<file path="config.mk">
export PLATFORM = sky130hd
export DESIGN_NAME = lmsm_sequencer_flat
export DESIGN_NICKNAME = d
export VERILOG_FILES = /design/src/rtl/lmsm_sequencer_if.sv /design/src/rtl/lmsm_sequencer.sv /design/src/flat_wrapper.sv
export SDC_FILE = /design/constraint.sdc
export NUM_CORES = 1
export LEC_CHECK = 0
export ABC_AREA = 1
export CAP_MARGIN = 20
export CORE_MARGIN = 2
export CORE_UTILIZATION = 53
export DETAILED_ROUTE_END_ITERATION = 10
export GPL_TIMING_DRIVEN = 0
export PLACE_DENSITY_LB_ADDON = 0.08
export SYNTH_ARGS = -nofsm -noshare
export SYNTH_HDL_FRONTEND = slang
export SYNTH_SLANG_ARGS = --single-unit
</file>
<file path="constraint.sdc">
create_clock -name clk -period 4.2 [get_ports clk]
set_clock_uncertainty 0.1 [all_clocks]
set_input_delay 1.05 -clock clk [delete_from_list [all_inputs] [get_ports clk]]
set_output_delay 1.05 -clock clk [all_outputs]
set_load 0.05 [all_outputs]
</file>
<file path="src/rtl/lmsm_sequencer_if.sv">
// Decode-side and execute-side handshake signals of the LM/SM sequencer.
interface lmsm_sequencer_if #(
  parameter int unsigned ADDR_W = 16,
  parameter int unsigned NREG   = 8
);
  localparam int unsigned REG_W = (NREG > 1) ? $clog2(NREG) : 1;

  logic              in_valid;
  logic              in_ready;
  logic [3:0]        in_op;
  logic [ADDR_W-1:0] in_base;
  logic [NREG-1:0]   in_mask;
  logic              uop_valid;
  logic              uop_ready;
  logic              uop_load;
  logic [REG_W-1:0]  uop_reg;
  logic [ADDR_W-1:0] uop_addr;

  modport slave (
    input  in_valid, in_op, in_base, in_mask, uop_ready,
    output in_ready, uop_valid, uop_load, uop_reg, uop_addr
  );

  modport master (
    output in_valid, in_op, in_base, in_mask, uop_ready,
    input  in_ready, uop_valid, uop_load, uop_reg, uop_addr
  );
endinterface

</file>
<file path="src/rtl/lmsm_sequencer.sv">
// Walks an LM/SM register list, issuing one single-register load/store
// micro-op per handshake in ascending register order at base+k.
module lmsm_sequencer #(
  parameter int unsigned ADDR_W = 16,
  parameter int unsigned NREG   = 8,
  parameter logic [3:0]  OP_LM  = 4'b0110,
  parameter logic [3:0]  OP_SM  = 4'b0111
) (
  input  logic                clk,
  input  logic                rst_n,
  input  logic                flush,
  lmsm_sequencer_if.slave     bus,
  output logic                busy,
  output logic                done
);
  localparam int unsigned REG_W = (NREG > 1) ? $clog2(NREG) : 1;

  typedef enum logic {IDLE, RUN} state_t;

  state_t            state_q, state_d;
  logic [NREG-1:0]   mask_q, mask_d;
  logic [ADDR_W-1:0] addr_q, addr_d;
  logic [REG_W-1:0]  reg_q, reg_d;
  logic              load_q, load_d;
  logic              valid_q, valid_d;
  logic              done_q, done_d;
  logic [NREG-1:0]   rem;
  logic              accept;

  function automatic logic [REG_W-1:0] lowest(input logic [NREG-1:0] m);
    logic [REG_W-1:0] r;
    r = '0;
    for (int unsigned i = NREG; i > 0; i--) begin
      if (m[i-1]) r = REG_W'(i - 1);
    end
    return r;
  endfunction

  assign bus.in_ready  = (state_q == IDLE) && !flush;
  assign accept        = bus.in_valid && bus.in_ready &&
                         (bus.in_op == OP_LM || bus.in_op == OP_SM);
  assign bus.uop_valid = valid_q;
  assign bus.uop_load  = load_q;
  assign bus.uop_reg   = reg_q;
  assign bus.uop_addr  = addr_q;
  assign busy          = (state_q == RUN);
  assign done          = done_q;

  always_comb begin
    state_d = state_q;
    mask_d  = mask_q;
    addr_d  = addr_q;
    reg_d   = reg_q;
    load_d  = load_q;
    valid_d = valid_q;
    done_d  = 1'b0;
    rem     = mask_q;
    rem[reg_q] = 1'b0;

    if (flush) begin
      // A micro-op consumed in this cycle is owned downstream; only the walk is aborted.
      state_d = IDLE;
      valid_d = 1'b0;
      mask_d  = '0;
    end else begin
      case (state_q)
        IDLE: begin
          if (accept) begin
            load_d = (bus.in_op == OP_LM);
            addr_d = bus.in_base;
            if (bus.in_mask != '0) begin
              mask_d  = bus.in_mask;
              reg_d   = lowest(bus.in_mask);
              valid_d = 1'b1;
              state_d = RUN;
            end else begin
              done_d = 1'b1;
            end
          end
        end
        RUN: begin
          if (valid_q && bus.uop_ready) begin
            addr_d = addr_q + 1'b1;
            mask_d = rem;
            if (rem != '0) begin
              reg_d = lowest(rem);
            end else begin
              valid_d = 1'b0;
              done_d  = 1'b1;
              state_d = IDLE;
            end
          end
        end
        default: state_d = IDLE;
      endcase
    end
  end

  always_ff @(posedge clk or negedge rst_n) begin
    if (!rst_n) begin
      state_q <= IDLE;
      mask_q  <= '0;
      addr_q  <= '0;
      reg_q   <= '0;
      load_q  <= 1'b0;
      valid_q <= 1'b0;
      done_q  <= 1'b0;
    end else begin
      state_q <= state_d;
      mask_q  <= mask_d;
      addr_q  <= addr_d;
      reg_q   <= reg_d;
      load_q  <= load_d;
      valid_q <= valid_d;
      done_q  <= done_d;
    end
  end
endmodule

</file>
<file path="src/flat_wrapper.sv">
// flat-port wrapper written by rule: the top's interface ports become plain ports
module lmsm_sequencer_flat 
#(
  parameter int unsigned ADDR_W = 16,
  parameter int unsigned NREG   = 8,
  parameter logic [3:0]  OP_LM  = 4'b0110,
  parameter logic [3:0]  OP_SM  = 4'b0111
)
  (clk, rst_n, flush, busy, done, bus_in_valid, bus_in_op, bus_in_base, bus_in_mask, bus_uop_ready, bus_in_ready, bus_uop_valid, bus_uop_load, bus_uop_reg, bus_uop_addr);
  lmsm_sequencer_if #(.ADDR_W(ADDR_W), .NREG(NREG)) bus_i ();
  input  logic clk;
  input  logic rst_n;
  input  logic flush;
  output logic busy;
  output logic done;
  input wire logic [$bits(bus_i.in_valid)-1:0] bus_in_valid;
  input wire logic [$bits(bus_i.in_op)-1:0] bus_in_op;
  input wire logic [$bits(bus_i.in_base)-1:0] bus_in_base;
  input wire logic [$bits(bus_i.in_mask)-1:0] bus_in_mask;
  input wire logic [$bits(bus_i.uop_ready)-1:0] bus_uop_ready;
  output wire logic [$bits(bus_i.in_ready)-1:0] bus_in_ready;
  output wire logic [$bits(bus_i.uop_valid)-1:0] bus_uop_valid;
  output wire logic [$bits(bus_i.uop_load)-1:0] bus_uop_load;
  output wire logic [$bits(bus_i.uop_reg)-1:0] bus_uop_reg;
  output wire logic [$bits(bus_i.uop_addr)-1:0] bus_uop_addr;
  assign bus_i.in_valid = bus_in_valid;
  assign bus_i.in_op = bus_in_op;
  assign bus_i.in_base = bus_in_base;
  assign bus_i.in_mask = bus_in_mask;
  assign bus_i.uop_ready = bus_uop_ready;
  assign bus_in_ready = bus_i.in_ready;
  assign bus_uop_valid = bus_i.uop_valid;
  assign bus_uop_load = bus_i.uop_load;
  assign bus_uop_reg = bus_i.uop_reg;
  assign bus_uop_addr = bus_i.uop_addr;
  lmsm_sequencer #(.ADDR_W(ADDR_W), .NREG(NREG), .OP_LM(OP_LM), .OP_SM(OP_SM)) u_core (.clk(clk), .rst_n(rst_n), .flush(flush), .bus(bus_i), .busy(busy), .done(done));
endmodule
</file>
; ---- Word level (Yosys, flattened, before mapping)
; Index checks and enable logic that the tools add are counted.
[op_classes]
shifts = 0
addsub = 1
n_mux = 49
bitwise = 4
n_div = 0
n_lt_le_gt_ge = 2
eq_ne = 10
n_reduce_logical = 14
multipliers = 0
[op_table]
columns = cell, count
row1 = $mux W3, 20
row2 = $mux W16, 2
row3 = $mux W8, 4
row4 = $pmux W16 S2, 1
row5 = $add A16 B1 Y16 const B, 1
row6 = $mux W1, 16
row7 = $pmux W8 S2, 1
row8 = $reduce_bool A8 Y1, 2
row9 = $ne A3 B3 Y1 const B, 3
row10 = $reduce_and A3 Y1, 3
row11 = $and A8 B8 Y8, 1
row12 = $eq A4 B3 Y1 const B, 2
row13 = $not A8 Y8, 1
row14 = $ne A2 B2 Y1 const B, 3
row15 = $pmux W1 S2, 3
row16 = $pmux W3 S2, 1
row17 = $logic_and A1 B1 Y1, 5
row18 = $reduce_and A5 Y1, 1
row19 = $lt A3 B4 Y1 const B, 1
row20 = $reduce_and A4 Y1, 1
row21 = $demux W1 S3, 1
row22 = $ge A3 B1 Y1 const B, 1
row23 = $ne A3 B2 Y1 const B, 1
row24 = $ne A2 B1 Y1 const B, 1
row25 = 3 further kinds, 4
[totals]
output_inout_bits = 24
mem_bits_ro = 0
latch_bits = 0
ram_bits = 0
memories = 0
register_bits = 31

; ---- Depth between registers and ports, before layout
[logic_depth]
ltp_word = 17
ltp_mapped = 12
mapped_depth_nobuf = 11

; ---- Worst setup path after synthesis
; Ideal clock, no wire load.
[synth_timing]
path_kind = in2out
start = input flush
end = output bus_in_ready
path_buffers = 0
required_ps = 3050
slack_ps = 1704
path_stages = 1
t_arrival_ps = 1346
cell_sequence = nor2_4
[synth_between]
elab_chain_cells = 2
[synth_lines]
columns = element, line
row1 = start: declaration, flat_wrapper.sv:13  ; input logic flush;
row2 = $logic_not A1 Y1, lmsm_sequencer.sv:39  ; assign bus.in_ready = (state_q == IDLE) && !flush;
row3 = $logic_and A1 B1 Y1, lmsm_sequencer.sv:39
row4 = end: declaration, flat_wrapper.sv:21  ; output wire logic [$bits(bus_i.in_ready)-1:0] bus_in_ready;
; Every way passes these cells.

; ---- Worst setup path in the final report
; Ends and elaborated chain as after synthesis.

==> impl_metrics.ini <==
[route]
vias = 2195
first_iter_violations = 153
final_antenna_net_count = 0
remaining_drc_errors = 0
wl_um = 5422
vias_per_cell = 5.328
wire_per_inst_um = 13.16
firstDrtPassIters = 4

[clocking]
cts_max_level = 2
cts_tree = done
post_cts_buffers = 0
clk_latency_ns = 0.29
cts_resized = 0
cts_buffer_depth = 2
cts_sinks = 31
cts.clk_slew.worst_paths_ns = 0.06
cts-buffers-inserted = 5
postCtsHoldBufs = 0
cts-root-buf = clkbuf_8

[logic_synthesis]
async_flop_share_pct = 100.0
synth_top_area_share_pct = 35.96
synth-edff-count = 0
synthTopCellsByCount = 88 x nand2_1, 36 x inv_1, 31 x dfrtp_1, 25 x nor2_1, 22 x nand3_1
synth_nets = 332
yosys.area.top_type = dfrtp_1
synth-main-ff-cell = dfrtp_1
ys_warn_count = 0
synth_seq_cells = 31
synth_area_leaders = dfrtp_1 36%, nand2_1 15%, inv_1 6.3%
yosysSeqAreaShare_pct = 35.96
syn_area_per_cell_um2 = 7.238
synth_most_common_cell = nand2_1
synth_cell_types = 37
synth.cell_area_um2 = 2157
syn_inst = 298

[global_routing]
grt_pass1_wl_um = 8907
grt_pass1_vias = 1966
grt_max_degree = 32
grt_usage_pct = 25.90
antenna_found_initial = 0
grt_overflow = 0

[power]
vdd_ir_drop_max_v = 0.0003471
power_density_nw_per_um2 = 454.1
totalPowerFinal_mw = 1.297
p_leak_nw = 1.334

[worst_setup_path]
worst_path_largest_cell_delay_ns = 0.82
startpoint_type = input port
cp_max_fo = 5
crit_type = in2out
arrival_ns = 2.62
worst_path_max_delay_cell = clkdlybuf4s50_1
cp_num_buf_inv = 2
timing.rr.end = u_core.bus.uop_addr[13]
worstRegToRegCells = 7
cp-end-kind = output port
worstReg2RegStart = u_core.bus.uop_addr[3]
crit_path_frequent_cell = clkdlybuf4s50_1
required_ns = 3.05
reg2reg_slack_ns = 2.40
crit_family = buffers and inverters
path_depth = 3
path_cells = clkdlybuf4s50_1 -> nor2_4 -> clkdlybuf4s50_1

[flow_run]
max_cap_violations = 0

[timing]
tightest_slew_ns = 0.7126
setup-tns-final_ns = 0
hold_viol = 0
period_share_pct = 89.68
finalSetupViolCount = 0
max-slew-margin-rel_pct = 52.49
min_period_ns = 3.767
fmax_mhz = 265.5
slew_viol_final = 0
rsz0062_at_grt = false

[run_status]
run_status = finished, final reports clean

[worst_hold_path]
hold-path-endpoint = u_core.mask_q[3]
holdCritPathClass = reg2reg
min_from = u_core.mask_q[3]
whs_path_depth = 2

[floorplanning]
die_area_um2 = 4596
start_util_pct = 54.32
pin_count = 57
rows = 23
core-area_um2 = 3971
chipHeight_um = 67.80
die_w_um = 67.80

[placement]
io_buffer_count = 56
gp_congestion = 0.9317
dp.cells = 404
hpwlAfterDp_um = 4056

[final_layout]
fin_cells = 412
multi_input_area_um2 = 1170
layout.nets = 395
area_delta_synth_final_pct = 32.42
seq_area_um2 = 775.7
layout-drive-gt1-share_pct = 11.05
final_util_pct = 71.93
largest_reg_flops = 16
fill_cells = 363
diodes = 0
## cell families (layout without fill, tap and decap cells)
group | count (synthesis) | after routing | synth area share, %
AND/OR/NAND/NOR | 158 | 158 | 32.89
AO/OA/AOI/OAI | 57 | 57 | 18.74
buffers and inverters | 46 | 110 | 9.803
flip-flops | 31 | 31 | 35.96
XOR/XNOR | 5 | 5 | 2.030
adder cells (fa/ha/maj) | 1 | 1 | 0.5800
## per-layer routing
layer  share of wire, %  vias to the layer above  global-route usage [%]  routed length [um]
met3                6.7                        8                   5.833                 364
met4                1.3                        0                   8.000                  73
met2                 45                       72                   38.85                2431
li1                   -                     1110                       -                   -
met5                  0                        -                       0                   0
met1                 47                     1005                   37.04                2553
## how the worst max path moves through the flow
stage	from	endpoint	slack [ns]
floorplan	flush	bus_in_ready	1.70
global placement	flush	bus_in_ready	0.46
detailed placement	flush	bus_in_ready	0.44
CTS	flush	bus_in_ready	0.45
global route	flush	bus_in_ready	0.42
finish	flush	bus_in_ready	0.43
## power breakdown
part	switching [mW]	internal, mW
Clock	0.119	0.116
Sequential	0.0781	0.365
Combinational	0.400	0.219
## tightest hold or removal path, cell delays in order (launching register included)
cell     delay, ns
dfrtp_1       0.34
nand2_1       0.05
nand2_1       0.06
## placed cells by master (no fill, tap or decap), types with 2 or more instances in the layout
cell type,count
o22ai_2,4
nand3b_1,2
clkbuf_8,5
inv_2,2
o211ai_1,2
nand3_1,22
dfrtp_1,31
inv_4,2
inv_1,36
clkdlybuf4s50_1,55
buf_2,3
a31oi_1,3
nand4_1,3
o21ai_0,14
nor3_1,10
buf_6,2
nor2_2,2
o21ai_2,10
xor2_1,5
clkbuf_1,3
o21ai_1,2
o22ai_1,8
nor2_1,25
nor2_4,2
nand2_1,88
a21oi_1,7
## metrics by stage
stage	instance area [um^2]	worst slack, ns	hold WS (ns)
2_1_floorplan	2157	1.704	0.3492
3_3_place_gp	2780	0.4622	0.3645
3_5_place_dp	2775	0.4437	0.3732
4_1_cts	2856	0.4455	0.3884
5_1_grt	2856	0.4154	0.4065
6_report	2856	0.4332	0.3826
## cell type report
type	instances	area share (%)
tap	50	2.190
sequential	31	27.16
timing repair buffer	56	19.45
clock inverter	1	0.1752
buffer	6	1.971
multi-input combinational	221	40.95
inverter	40	5.431
clock buffer	7	2.672
Power figures use the tool's default switching activity.
